==> config.mk <==
export PLATFORM = sky130hd
export DESIGN_NAME = cache_mem_arbiter
export DESIGN_NICKNAME = d
export VERILOG_FILES = /design/src/rtl/cache_mem_pkg.sv /design/src/rtl/rr_arb2.sv /design/src/rtl/cache_mem_arbiter.sv
export SDC_FILE = /design/constraint.sdc
export NUM_CORES = 1
export LEC_CHECK = 0
export ABC_AREA = 1
export ABC_CLOCK_PERIOD_IN_PS = 3600
export BUFFER_PORTS_ARGS = -buffer_cell sky130_fd_sc_hd__buf_2
export CAP_MARGIN = 30
export CELL_PAD_IN_SITES_DETAIL_PLACEMENT = 0
export CELL_PAD_IN_SITES_GLOBAL_PLACEMENT = 2
export CORE_UTILIZATION = 19
export DETAILED_ROUTE_END_ITERATION = 10
export PLACE_DENSITY_LB_ADDON = 0.25
export RECOVER_POWER = 50
export SLEW_MARGIN = 30
export SYNTH_ARGS = -nofsm -noshare
export SYNTH_HDL_FRONTEND = slang
export SYNTH_HIERARCHICAL = 1
export SYNTH_SLANG_ARGS = --single-unit
==> constraint.sdc <==
create_clock -name clk -period 3.6 [get_ports clk]
set_input_delay 0.54 -clock clk [delete_from_list [all_inputs] [get_ports clk]]
set_output_delay 0.54 -clock clk [all_outputs]
set_load 0.02 [all_outputs]
==> src/rtl/cache_mem_pkg.sv <==
`default_nettype none
// ============================================================================
// Module      : cache_mem_pkg
// Description : Shared types and constants for the I/D-cache main-memory
//               arbiter. It holds the FSM states, the owner encoding and the
//               default line geometry.
// Revision    : 1.0 - initial release
// ============================================================================
package cache_mem_pkg;

  // Arbiter sequencing states
  typedef enum logic [1:0] {
    IDLE = 2'd0,
    XFER = 2'd1,
    DONE = 2'd2
  } state_t;

  // Which cache currently owns, or last owned, the memory port
  typedef enum logic {
    OWN_I = 1'b0,
    OWN_D = 1'b1
  } owner_t;

  // Default line geometry: 8 words of 4 bytes each
  localparam int LINE_WORDS_DEF = 8;
  localparam int BEAT_W_DEF     = $clog2(LINE_WORDS_DEF);
  localparam int OFFSET_W_DEF   = BEAT_W_DEF + 2;

  // Width of the beat counter for a given line size (at least one bit)
  function automatic int beat_width(input int line_words);
    beat_width = (line_words < 2) ? 1 : $clog2(line_words);
  endfunction

endpackage : cache_mem_pkg
`default_nettype wire

==> src/rtl/rr_arb2.sv <==
`default_nettype none
// ============================================================================
// Module      : rr_arb2
// Description : Combinational two-way round-robin picker. Bit 0 of req is the
//               I-cache and bit 1 is the D-cache. When both sides request,
//               the side that did not own the port last time wins.
// Revision    : 1.0 - initial release
// ============================================================================
module rr_arb2
  import cache_mem_pkg::*;
(
  input  logic [1:0] req,
  input  owner_t     last_owner,
  output logic       valid,
  output owner_t     winner
);

  // Pick a winner. A lone requester always wins; on a tie, alternate.
  always_comb begin
    valid  = |req;
    winner = OWN_I;
    case (req)
      2'b01:   winner = OWN_I;
      2'b10:   winner = OWN_D;
      2'b11:   winner = (last_owner == OWN_I) ? OWN_D : OWN_I;
      default: winner = OWN_I;
    endcase
  end

endmodule : rr_arb2
`default_nettype wire

==> src/rtl/cache_mem_arbiter.sv <==
`default_nettype none
// ============================================================================
// Module      : cache_mem_arbiter
// Description : Shares one word-serial main-memory port between the I-cache
//               refill path and the D-cache refill/writeback path. It grants
//               one cache at a time in round-robin order, sequences the
//               line-sized burst one beat at a time, and pulses done when the
//               burst is complete.
// Revision    : 1.0 - initial release
// ============================================================================
module cache_mem_arbiter
  import cache_mem_pkg::*;
#(
  parameter int LINE_WORDS = LINE_WORDS_DEF,
  parameter int ADDR_W     = 32,
  parameter int DATA_W     = 32
) (
  input  logic              clk,
  input  logic              rst,
  // I-cache refill port
  input  logic              ic_req,
  input  logic [ADDR_W-1:0] ic_addr,
  output logic              ic_gnt,
  output logic              ic_rvalid,
  output logic              ic_done,
  // D-cache refill/writeback port
  input  logic              dc_req,
  input  logic              dc_we,
  input  logic [ADDR_W-1:0] dc_addr,
  input  logic [DATA_W-1:0] dc_wdata,
  output logic              dc_wnext,
  output logic              dc_gnt,
  output logic              dc_rvalid,
  output logic              dc_done,
  // Shared refill data
  output logic [DATA_W-1:0] rdata,
  // Main-memory port
  output logic              mem_req,
  output logic              mem_we,
  output logic [ADDR_W-1:0] mem_addr,
  output logic [DATA_W-1:0] mem_wdata,
  input  logic              mem_ack,
  input  logic [DATA_W-1:0] mem_rdata
);

  localparam int BEAT_W   = beat_width(LINE_WORDS);
  localparam int OFFSET_W = BEAT_W + 2;

  // Byte-offset bits inside a line; cleared to form the line base address
  localparam logic [ADDR_W-1:0] c_OFF_MASK =
    {{(ADDR_W-OFFSET_W){1'b0}}, {OFFSET_W{1'b1}}};
  localparam logic [BEAT_W-1:0] c_LAST_BEAT = BEAT_W'(LINE_WORDS - 1);

  state_t              state_q, state_d;
  owner_t              owner_q, owner_d;
  owner_t              last_owner_q, last_owner_d;
  logic [ADDR_W-1:0]   base_q, base_d;
  logic                we_q, we_d;
  logic [BEAT_W-1:0]   beat_q, beat_d;

  logic                arb_valid;
  owner_t              arb_winner;
  logic [ADDR_W-1:0]   sel_addr;

  rr_arb2 u_rr_arb2 (
    .req        ({dc_req, ic_req}),
    .last_owner (last_owner_q),
    .valid      (arb_valid),
    .winner     (arb_winner)
  );

  // Address of the requester the picker chose
  assign sel_addr = (arb_winner == OWN_D) ? dc_addr : ic_addr;

  // Refill data goes straight from memory to both caches; rvalid qualifies it
  assign rdata = mem_rdata;

  // State register. Reset drops any burst in flight and hands the first tie
  // to the D-cache.
  always_ff @(posedge clk) begin
    if (rst) begin
      state_q      <= IDLE;
      owner_q      <= OWN_I;
      last_owner_q <= OWN_I;
      base_q       <= '0;
      we_q         <= 1'b0;
      beat_q       <= '0;
    end else begin
      state_q      <= state_d;
      owner_q      <= owner_d;
      last_owner_q <= last_owner_d;
      base_q       <= base_d;
      we_q         <= we_d;
      beat_q       <= beat_d;
    end
  end

  // Next-state logic: select in IDLE, count acked beats in XFER, and record
  // the finished owner in DONE
  always_comb begin
    state_d      = state_q;
    owner_d      = owner_q;
    last_owner_d = last_owner_q;
    base_d       = base_q;
    we_d         = we_q;
    beat_d       = beat_q;
    case (state_q)
      IDLE: begin
        if (arb_valid) begin
          owner_d = arb_winner;
          base_d  = sel_addr & ~c_OFF_MASK;
          we_d    = (arb_winner == OWN_D) && dc_we;
          beat_d  = '0;
          state_d = XFER;
        end
      end
      XFER: begin
        if (mem_ack) begin
          beat_d = beat_q + 1'b1;
          if (beat_q == c_LAST_BEAT) begin
            state_d = DONE;
          end
        end
      end
      DONE: begin
        last_owner_d = owner_q;
        state_d      = IDLE;
      end
      default: begin
        state_d = IDLE;
      end
    endcase
  end

  // Output decode. Everything is 0 outside XFER/DONE, so the outputs are
  // quiet in the cycle after reset.
  always_comb begin
    ic_gnt    = 1'b0;
    ic_rvalid = 1'b0;
    ic_done   = 1'b0;
    dc_gnt    = 1'b0;
    dc_rvalid = 1'b0;
    dc_done   = 1'b0;
    dc_wnext  = 1'b0;
    mem_req   = 1'b0;
    mem_we    = 1'b0;
    mem_addr  = '0;
    mem_wdata = '0;
    case (state_q)
      XFER: begin
        ic_gnt    = (owner_q == OWN_I);
        dc_gnt    = (owner_q == OWN_D);
        mem_req   = 1'b1;
        mem_we    = we_q;
        // base is line-aligned, so this add never carries out of the line
        mem_addr  = base_q + ADDR_W'({beat_q, 2'b00});
        mem_wdata = dc_wdata;
        if (mem_ack) begin
          if (we_q) begin
            dc_wnext = 1'b1;
          end else if (owner_q == OWN_D) begin
            dc_rvalid = 1'b1;
          end else begin
            ic_rvalid = 1'b1;
          end
        end
      end
      DONE: begin
        ic_gnt  = (owner_q == OWN_I);
        dc_gnt  = (owner_q == OWN_D);
        ic_done = (owner_q == OWN_I);
        dc_done = (owner_q == OWN_D);
      end
      default: begin
      end
    endcase
  end

endmodule : cache_mem_arbiter
`default_nettype wire

==> impl_metrics.tcl <==
set metrics [dict create \
    outcome "complete, but fails checks" \
    violations "capacitance limit, slew limit" \
    drc 0 \
    slew_headroom_pct -19.4 \
    clkLatencyLatePin_ns 0.28 \
    startpoint_type "flop" \
    p_leak_nw 2.41 \
    start_util_pct 19.4 \
    diodes 0 \
    critPathBufInv 4 \
    die_w_um 124 \
    cpMaxStageDelayCell "inv_1" \
    cts_tree "yes" \
    irDropWorstVdd_mv 0.223 \
    grtUsageMet2_pct 17.3 \
    grt-ovfl-total 0 \
    synth_warnings 6 \
    area_delta_synth_final_pct 26.3 \
    tightestPinTransition_ns 1.79 \
    num_rows 44 \
    dp_worst_setup_slack_ns 1.28 \
    setup_ws_ns 0.808 \
    vias 2760 \
    p_per_area_mw_per_mm2 713 \
    seq_area_frac_synth_pct 24.9 \
    yosysUniqueCellTypes 22 \
    crit_chain "inv_1 -> ha_1 -> nand2_1 -> inv_1 -> clkbuf_1 -> o211ai_1 -> inv_2" \
    ant_nets 0 \
    tns_ns 0 \
    top_usage_layer "met2" \
    grt_util_met1_pct 11.2 \
    dp_cells 716 \
    io_pins 239 \
    setup_violations 0 \
    io_buffers 162 \
    worstPathArrival_ns 3.01 \
    critPathMaxStageDelay_ns 1.25 \
    wire_per_inst_um 10.4 \
    critical_path_class "flop to flop" \
    stdcell_area_mm2 0.00355 \
    place_hpwl_um 5500 \
    maxSlewViolCount 49 \
    grt_pass1_wl_um 11600 \
    crit_family "buffers and inverters" \
    worstPathRequired_ns 3.82 \
    cts.repair.resized 0 \
    finalCritPeriodShare_pct 77.5 \
    postCtsSetupBuffers 0 \
    cts_sinks 35 \
    core-area_mm2 0.0145 \
    r2r_slack_ns 0.81 \
    first_global_vias 2497 \
    drt_pass1_iterations 4 \
    drive_gt1_share_pct 40.2 \
    hold_path_class "flop to flop" \
    period_needed_ns 2.79 \
    rsz0062_at_grt "false" \
    drv_cap 1 \
    htree_levels 2 \
    ys_ff_latch 35 \
    clock-root-buffer "clkbuf_16" \
    use_met3_pct 2.20 \
    cp-end-kind "flop" \
    die_h_um 124 \
    skew_ns 0.00500 \
    drt-total-wl_um 7510 \
    routabilityCongestion 0.650 \
    viasPerCell 3.81 \
    antenna_found_initial 0 \
    syn_inst 419 \
    final_cells 724 \
    grt_max_degree 49 \
    crit_fanout 48 \
    ctsHoldBuffers 0 \
    avgSynthCellArea_um2 6.71 \
    numCtsBuffers 5 \
    final_nets 680 \
    clockBufferDepth 2 \
    drtIter0Drc 54 \
    critPathMostFrequentCell "inv_1" \
    clkTransAtPathRegs_ns 0.06 \
    hold_viol 0 \
    die-area_mm2 0.0153 \
    track_usage_pct 9.67 \
    syn_area_mm2 0.00281 \
    placed_cell_area_mm2 0.00348 \
    timing.fmax_ghz 0.358 \
]
per-stage QoR:
stage / hold WS (ns) / power [mW] / util (%)
floorplan: 0.452 / 1.87 / -
global placement: 0.475 / 2.13 / 24.0
detailed placement: 0.480 / 2.13 / 24.0
CTS: 0.493 / 2.66 / 25.3
global route: 0.511 / 2.79 / 24.5
finish: 0.494 / 2.53 / 24.5
layout make-up:
type | instances | area [um^2]
clock buffers | 6 | 139
clock inverters | 2 | 35.0
fillers | 1663 | 10900
inverters | 107 | 402
multi-input cells | 223 | 1200
flip-flops and latches | 35 | 701
well taps | 184 | 230
repair buffers | 167 | 845
kinds of logic after synthesis:
kind of cell    count (synthesis)  share of synthesized area [%]
compound gates                 34                           12.3
fa+ha+maj                       7                           3.12
buf+inv                       162                           30.0
flops                          35                           24.9
other cells                     1                          0.133
simple gates                  180                           29.6
registers in the layout, indices dropped and copies added, names as in the netlist:
name	cells
base_q	27
beat_q	3
last_owner_q	1
owner_q	1
state_q	2
we_q	1
placed cells by master, fill, tap and decap left out:
cell type / n
nand2_1: 134
ha_2: 1
nand3_2: 14
clkbuf_1: 7
a21oi_2: 1
clkinv_1: 2
clkbuf_16: 5
inv_2: 20
a21oi_4: 1
conb_1: 2
clkbuf_8: 1
nand2_2: 2
buf_4: 1
nor3_1: 1
inv_1: 85
buf_2: 158
dfxtp_1: 35
nand3b_1: 1
o211ai_2: 10
o211ai_1: 17
nor2_1: 9
o21ai_0: 1
clkinv_2: 1
or2_1: 1
a21oi_1: 4
bufinv_16: 1
buf_12: 1
nand3_1: 18
ha_1: 6
Yosys cell counts:
library cell,count,area share [%]
buf_2,12,2.1
buf_12,4,2.8
a21oi_1,5,0.89
conb_1,1,0.13
buf_4,37,9.9
nor3_1,1,0.18
buf_6,2,0.80
ha_1,7,3.1
a21oi_2,1,0.31
nand3b_1,1,0.27
o211ai_2,21,9.3
nand2_1,133,18
nor2_1,9,1.2
inv_1,84,11
or2_1,1,0.22
o21ai_0,1,0.18
nand3_1,12,2.1
nand3_2,20,7.1
inv_2,23,3.1
nand2_2,3,0.67
dfxtp_1,35,25
o211ai_1,6,1.6
layer usage:
| metal | vias to the layer above | routed length [um] |
|---|---|---|
| li1 | 1431 | - |
| met1 | 1213 | 3410 |
| met2 | 104 | 3440 |
| met3 | 12 | 576 |
| met4 | 0 | 85 |
| met5 | - | 0 |
power breakdown:
group	internal (mW)	switching, mW	total (mW)	leakage (nW)
clock network	0.344	0.165	0.509	0.0868
registers	0.522	0.0833	0.605	0.290
logic	0.469	0.948	1.42	2.03
total	1.34	1.20	2.53	2.41
worst register-to-register path, delay by kind of cell, from the launching register on:
family                   cells  cell delay, ns
AND/OR/NAND/NOR              1            0.10
flip-flops                   1            0.31
AO/OA/AOI/OAI                1            0.15
buffers and inverters        4            1.94
adder cells (fa/ha/maj)      1            0.23
worst paths after layout:
path	start	end	cells after the start
setup / recovery	state_q[1]$_SDFFE_PP0P_	base_q[11]$_SDFFE_PP0P_	7
hold / removal	beat_q[1]$_SDFFE_PP0P_	beat_q[1]$_SDFFE_PP0P_	2
setup reg to reg	state_q[1]$_SDFFE_PP0P_	base_q[11]$_SDFFE_PP0P_	7
hold reg to reg	beat_q[1]$_SDFFE_PP0P_	beat_q[1]$_SDFFE_PP0P_	2
Power figures use the tool's default switching activity.
